[src/rtl/seg_display_ctrl.sv]
`default_nettype none
// ============================================================================
// Module      : seg_display_ctrl
// Description : Memory-mapped N-digit 7-segment display controller with
//               multiplexed scanning, hex-to-segment decode and per-slot PWM
//               brightness. Common-cathode digit enables, active-high
//               segments.
// Ports       : CLK      - system clock
//               RST      - synchronous active-high reset
//               address  - register select (ADDR_W bits)
//               dataIn   - 16-bit write data
//               load     - write strobe, sampled on rising CLK
//               dataOut  - combinational read of register[address]
//               seg      - segments A..G (seg[0]=A), active-high, registered
//               DP       - decimal point, active-high, registered
//               CC       - digit commons, active-low, CC[0] = LS digit
// Register map: 0..N-1 digit {blank, hex[3:0]}, N DP bits, N+1 ctrl
//               {EN[8], BRIGHT[3:0]}, N+2 blink mask, others unmapped.
// Config      : define SEG_DISPLAY_BLINK_EN to build the blink counter and
//               the blink mask register; otherwise the mask address is
//               unmapped.
// Revision    : 1.0 - initial release
// ============================================================================
module seg_display_ctrl #(
    parameter int NUM_DIGITS = 4,
    parameter int ADDR_W     = 3,
    parameter int SCAN_DIV   = 1024,
    parameter int BLINK_DIV  = 4194304
) (
    input  logic                  CLK,
    input  logic                  RST,
    input  logic [ADDR_W-1:0]     address,
    input  logic [15:0]           dataIn,
    input  logic                  load,
    output logic [15:0]           dataOut,
    output logic [6:0]            seg,
    output logic                  DP,
    output logic [NUM_DIGITS-1:0] CC
);

    localparam int c_IDX_W = (NUM_DIGITS > 1) ? $clog2(NUM_DIGITS) : 1;
    localparam int c_PRE_W = (SCAN_DIV > 1) ? $clog2(SCAN_DIV) : 1;

    localparam logic [ADDR_W-1:0]  c_ADDR_DP   = ADDR_W'(NUM_DIGITS);
    localparam logic [ADDR_W-1:0]  c_ADDR_CTRL = ADDR_W'(NUM_DIGITS + 1);
    localparam logic [ADDR_W-1:0]  c_ADDR_MASK = ADDR_W'(NUM_DIGITS + 2);
    localparam logic [c_PRE_W-1:0] c_PRE_LAST  = c_PRE_W'(SCAN_DIV - 1);
    localparam logic [c_IDX_W-1:0] c_IDX_LAST  = c_IDX_W'(NUM_DIGITS - 1);

    if (NUM_DIGITS < 1 || NUM_DIGITS > 8 || (1 << ADDR_W) < NUM_DIGITS + 3 ||
        SCAN_DIV < 1 || BLINK_DIV < 1) begin : g_param_check
        $error("seg_display_ctrl: illegal parameter combination");
    end

    // ------------------------------------------------------------------
    // CPU-side register file
    // ------------------------------------------------------------------
    logic [4:0]            r_digit [NUM_DIGITS];
    logic [NUM_DIGITS-1:0] r_dp;
    logic [3:0]            r_bright;
    logic                  r_en;

    logic                  w_addr_is_digit;
    logic [c_IDX_W-1:0]    w_addr_idx;

    assign w_addr_is_digit = (address < c_ADDR_DP);
    assign w_addr_idx      = address[c_IDX_W-1:0];

    always_ff @(posedge CLK) begin
        if (RST) begin
            for (int i = 0; i < NUM_DIGITS; i++) begin
                r_digit[i] <= 5'h10;
            end
            r_dp     <= '0;
            r_bright <= 4'hF;
            r_en     <= 1'b1;
        end else if (load) begin
            if (w_addr_is_digit) begin
                r_digit[w_addr_idx] <= dataIn[4:0];
            end
            if (address == c_ADDR_DP) begin
                r_dp <= dataIn[NUM_DIGITS-1:0];
            end
            if (address == c_ADDR_CTRL) begin
                r_bright <= dataIn[3:0];
                r_en     <= dataIn[8];
            end
        end
    end

    // ------------------------------------------------------------------
    // Scan counters: prescaler -> PWM phase -> digit index
    // ------------------------------------------------------------------
    logic [c_PRE_W-1:0] r_pre;
    logic [3:0]         r_phase;
    logic [c_IDX_W-1:0] r_idx;
    logic               w_pre_wrap;

    assign w_pre_wrap = (r_pre == c_PRE_LAST);

    always_ff @(posedge CLK) begin
        if (RST) begin
            r_pre   <= '0;
            r_phase <= 4'd0;
            r_idx   <= '0;
        end else begin
            r_pre <= w_pre_wrap ? '0 : r_pre + c_PRE_W'(1);
            if (w_pre_wrap) begin
                r_phase <= r_phase + 4'd1;
                if (r_phase == 4'd15) begin
                    r_idx <= (r_idx == c_IDX_LAST) ? '0 : r_idx + c_IDX_W'(1);
                end
            end
        end
    end

    // ------------------------------------------------------------------
    // Optional blink logic
    // ------------------------------------------------------------------
    logic                  w_blink_dark;
    logic [NUM_DIGITS-1:0] w_mask_rd;

`ifdef SEG_DISPLAY_BLINK_EN
    localparam int c_BLK_W = (BLINK_DIV > 1) ? $clog2(BLINK_DIV) : 1;
    localparam logic [c_BLK_W-1:0] c_BLK_LAST = c_BLK_W'(BLINK_DIV - 1);

    logic [c_BLK_W-1:0]    r_blink_cnt;
    logic                  r_blink_phase;
    logic [NUM_DIGITS-1:0] r_mask;

    always_ff @(posedge CLK) begin
        if (RST) begin
            r_blink_cnt   <= '0;
            r_blink_phase <= 1'b0;
            r_mask        <= '0;
        end else begin
            if (load && (address == c_ADDR_MASK)) begin
                r_mask <= dataIn[NUM_DIGITS-1:0];
            end
            if (r_blink_cnt == c_BLK_LAST) begin
                r_blink_cnt   <= '0;
                r_blink_phase <= ~r_blink_phase;
            end else begin
                r_blink_cnt <= r_blink_cnt + c_BLK_W'(1);
            end
        end
    end

    assign w_blink_dark = r_blink_phase & r_mask[r_idx];
    assign w_mask_rd    = r_mask;
`else
    assign w_blink_dark = 1'b0;
    assign w_mask_rd    = '0;
`endif

    // ------------------------------------------------------------------
    // Read mux
    // ------------------------------------------------------------------
    always_comb begin
        dataOut = 16'h0000;
        if (w_addr_is_digit) begin
            dataOut = {11'd0, r_digit[w_addr_idx]};
        end else if (address == c_ADDR_DP) begin
            dataOut = 16'(r_dp);
        end else if (address == c_ADDR_CTRL) begin
            dataOut = {7'd0, r_en, 4'd0, r_bright};
        end else if (address == c_ADDR_MASK) begin
            dataOut = 16'(w_mask_rd);
        end
    end

    // ------------------------------------------------------------------
    // Segment decode and registered display outputs
    // ------------------------------------------------------------------
    function automatic logic [6:0] hex_to_seg(input logic [3:0] h);
        logic [6:0] s;
        case (h)
            4'h0: s = 7'h3F;  4'h1: s = 7'h06;  4'h2: s = 7'h5B;  4'h3: s = 7'h4F;
            4'h4: s = 7'h66;  4'h5: s = 7'h6D;  4'h6: s = 7'h7D;  4'h7: s = 7'h07;
            4'h8: s = 7'h7F;  4'h9: s = 7'h6F;  4'hA: s = 7'h77;  4'hB: s = 7'h7C;
            4'hC: s = 7'h39;  4'hD: s = 7'h5E;  4'hE: s = 7'h79;  default: s = 7'h71;
        endcase
        return s;
    endfunction

    logic [4:0]            w_cur;
    logic                  w_lit;
    logic [NUM_DIGITS-1:0] w_onehot;

    assign w_cur    = r_digit[r_idx];
    // Phase 15 can never be below a 4-bit BRIGHT, which guarantees one dark
    // phase at the end of every slot to hide ghosting between digits.
    assign w_lit    = r_en & (r_phase < r_bright) & ~w_cur[4] & ~w_blink_dark;
    assign w_onehot = NUM_DIGITS'(1) << r_idx;

    always_ff @(posedge CLK) begin
        if (RST) begin
            seg <= 7'd0;
            DP  <= 1'b0;
            CC  <= '1;
        end else if (w_lit) begin
            seg <= hex_to_seg(w_cur[3:0]);
            DP  <= r_dp[r_idx];
            CC  <= ~w_onehot;
        end else begin
            seg <= 7'd0;
            DP  <= 1'b0;
            CC  <= '1;
        end
    end

    // Not every data bit maps to a register field.
    logic w_unused_data;
    assign w_unused_data = ^dataIn;

endmodule
`default_nettype wire

[config.mk]
export PLATFORM = sky130hd
export DESIGN_NAME = seg_display_ctrl
export DESIGN_NICKNAME = d
export VERILOG_FILES = /design/src/rtl/seg_display_ctrl.sv
export SDC_FILE = /design/constraint.sdc
export NUM_CORES = 1
export LEC_CHECK = 0
export CELL_PAD_IN_SITES_DETAIL_PLACEMENT = 1
export CELL_PAD_IN_SITES_GLOBAL_PLACEMENT = 1
export CORE_MARGIN = 1
export CORE_UTILIZATION = 38
export DETAILED_ROUTE_END_ITERATION = 8
export PLACE_DENSITY = 0.73
export RECOVER_POWER = 25
export SLEW_MARGIN = 20
export SYNTH_ARGS = -nofsm -noshare
export SYNTH_HDL_FRONTEND = slang
export SYNTH_SLANG_ARGS = --single-unit
[constraint.sdc]
create_clock -name CLK -period 2 [get_ports CLK]
set_clock_uncertainty 0.15 [all_clocks]
set_input_delay 0.4 -clock CLK [delete_from_list [all_inputs] [get_ports CLK]]
set_output_delay 0.4 -clock CLK [all_outputs]
set_load 0.05 [all_outputs]
==> flow_summary.json <==
{
  "status": "finished, violations left",
  "violations": "negative setup slack",
  "rsz0062_at_grt": "yes",
  "synth_xor_area_share_pct": 3.64,
  "placed_area_um2": 3770,
  "root_buffer": "clkbuf_8",
  "final_area_um2": 4280,
  "syn_inst": 295,
  "rows": 32,
  "drc": 0,
  "synthAdderAreaFrac_pct": 6.39,
  "via_per_inst": 4.95,
  "finalHoldViolCount": 0,
  "wl_mm": 8.28,
  "finalCritPeriodShare_pct": 108,
  "drt_first_pass_iters": 4,
  "hpwl_mm": 5.61,
  "synth_area_leaders": "dfxtp_1, edfxtp_1, ha_1, mux2i_1, mux4_2",
  "reg2reg_slack_ns": -0.15,
  "synth_seq_cells": 59,
  "ys_async_sr_fraction_pct": 0,
  "setup_violations": 9,
  "crit_fanout": 4,
  "grt_pass1_wl_mm": 13.0,
  "synthFlopType": "dfxtp_1",
  "antenna_found_initial": 0,
  "drt_iter0_drc": 106,
  "synth_top_family_by_area": "multiplexers",
  "final_antenna_net_count": 0,
  "crit_chain": "buf_6, mux4_2, inv_4, ha_4, inv_4, mux2i_2, a221oi_2",
  "synth_area_um2": 3130,
  "cts_buffers": 9,
  "clkTransAtPathRegs_ns": 0.08,
  "max_freq_mhz": 464,
  "period_minus_slack_ns": 2.15,
  "setup_tns_ns": -0.884,
  "yosys.cell_types.count": 45,
  "vias": 2404,
  "synthSimpleGateAreaFrac_pct": 14.9,
  "ios": 50,
  "synth_most_common_cell": "dfxtp_1",
  "slew_violations": 0,
  "yosys_warnings": 0,
  "ctsHtreeMaxLevel": 3,
  "endpoint_kind": "flop",
  "die_x_um": 92.8,
  "grt_usage_pct": 20.4,
  "ctsLongestPathBuffers": 2,
  "synth_compound_area_share_pct": 7.59,
  "critical_path.most_common_cell": "inv_4",
  "start_util_pct": 39.9,
  "drive_gt1_share_pct": 31.3,
  "core-area_um2": 7850,
  "power_density_nw_per_um2": 738,
  "cp_slowest_cell": "mux4_2",
  "leakagePower_nw": 1.76,
  "slew_headroom_pct": 54.5,
  "synth_edf_count": 20,
  "io_buffers": 29,
  "seq_area_frac_synth_pct": 44.1,
  "die_area_um2": 8610,
  "grt.overflow.total": 0,
  "grt_start_max_net_pins": 11,
  "path_class": "flop to flop",
  "worst_pin_slew_ns": 0.680,
  "start_kind": "flop",
  "peakVddDrop_v": 0.000516,
  "hp-class": "flop to flop",
  "gp_congestion": 0.789,
  "yosysTopAreaCell": "dfxtp_1",
  "maxCapViolations": 0,
  "wl_per_cell_um": 17.0,
  "cts_sinks": 59,
  "die_h_um": 92.8,
  "whs_ns": 0.314,
  "cp.required_ns": 2.10,
  "synth_common_cells": "dfxtp_1, nor2_1, inv_1",
  "fin_ws_ns": -0.154,
  "synth.top_cell.area_share_pct": 24.9,
  "syn_avg_cell_area_um2": 10.6,
  "synthMuxAreaShare_pct": 16.5,
  "cts_tree": "yes",
  "critical_path_arrival_ns": 2.26,
  "worstSkewPairLatency_ns": 0.35,
  "fill_cells": 856,
  "antenna_cells": 0,
  "synthToLayoutAreaGrowth_pct": 36.7,
  "cpPeakStageDelay_ns": 0.56,
  "grt_pass1_vias": 2567,
  "ctsHoldBuffers": 0,
  "final_nets": 417
}
[through the flow]
stage	cells	power, mW	worst slack (ns)	util, %
6_report	486	3.16	-0.154	54.5
4_1_cts	482	3.14	-0.149	53.5
3_5_place_dp	451	1.84	-0.478	48.0
5_1_grt	486	3.28	-0.226	54.5
2_1_floorplan	304	1.67	-0.254	-
3_3_place_gp	451	1.82	-0.460	48.0
[power by group]
| part | total (mW) | leakage [nW] | switching [mW] | internal [mW] |
|---|---|---|---|---|
| registers | 1.32 | 0.512 | 0.0287 | 1.29 |
| logic | 0.592 | 1.13 | 0.331 | 0.261 |
| clock network | 1.25 | 0.120 | 0.489 | 0.757 |
[state kept, by name, indices dropped and copies added, names as in the netlist, named ones only]
name      cells
r_pre        10
r_idx         2
CC            4
r_en          1
seg           7
r_digit      20
r_bright      4
DP            1
r_phase       4
r_dp          4
[cells in the final DEF (no fill, tap or decap), drive strengths merged, types with 11 or more instances in the layout]
master and count:
inv 23, mux2i 19, edfxtp 20, xnor2 11, nor2 35, clkbuf 23
dfxtp 39, ha 16, nand2 17, mux4 11, buf 56
[repair_timing]
action                                  in CTS  in global routing
endpoints found under the setup margin      18                 14
gates cloned                                 2                  0
pin swaps                                    1                  8
resized for setup                           34                 24
setup buffers                               13                  4
[metal layers]
| metal | part of all wire (%) | vias up | GRT usage, % | routed length [µm] |
|---|---|---|---|---|
| met1 | 44 | 1175 | 24.7 | 3640 |
| met3 | 3.5 | 9 | 4.11 | 290 |
| li1 | - | 1173 | - | - |
| met2 | 51 | 47 | 34.7 | 4220 |
| met4 | 1.6 | 0 | 8.85 | 134 |
| met5 | 0 | - | 0 | 0 |
[logic make-up (layout without fill, tap and decap cells)]
logic type	Yosys count	in the layout
compound gates	34	34
buf+inv	42	122
other cells	1	10
flops	59	59
mux	34	34
xor+xnor	13	13
fa+ha+maj	16	16
simple gates	96	96
[worst max-delay path: cells and delay by family, from the launching register on]
kind / cells / cell delay, ns
AO/OA/AOI/OAI: 1 / 0.31
adder cells (fa/ha/maj): 1 / 0.22
buffers and inverters: 3 / 0.34
flip-flops: 1 / 0.42
multiplexers: 2 / 0.64
[final cells by class]
class	count	area, µm²	share of cell area, %
Clock buffer	13	191	4.47
Clock inverter	3	40.0	0.936
Inverter	23	91.3	2.13
Multi-Input combinational cell	203	1710	39.9
Sequential cell	59	1380	32.3
Tap cell	102	128	2.98
Timing Repair Buffer	83	741	17.3
[path summary, 6_finish.rpt]
check / startpoint / end / cells after the start
max reg2reg: r_digit[3][1] / seg[1] / 7
min: r_pre[0] / r_pre[0] / 1
max: r_digit[3][1] / seg[1] / 7
min reg2reg: r_pre[0] / r_pre[0] / 1
(Power assumes the default switching activity.)
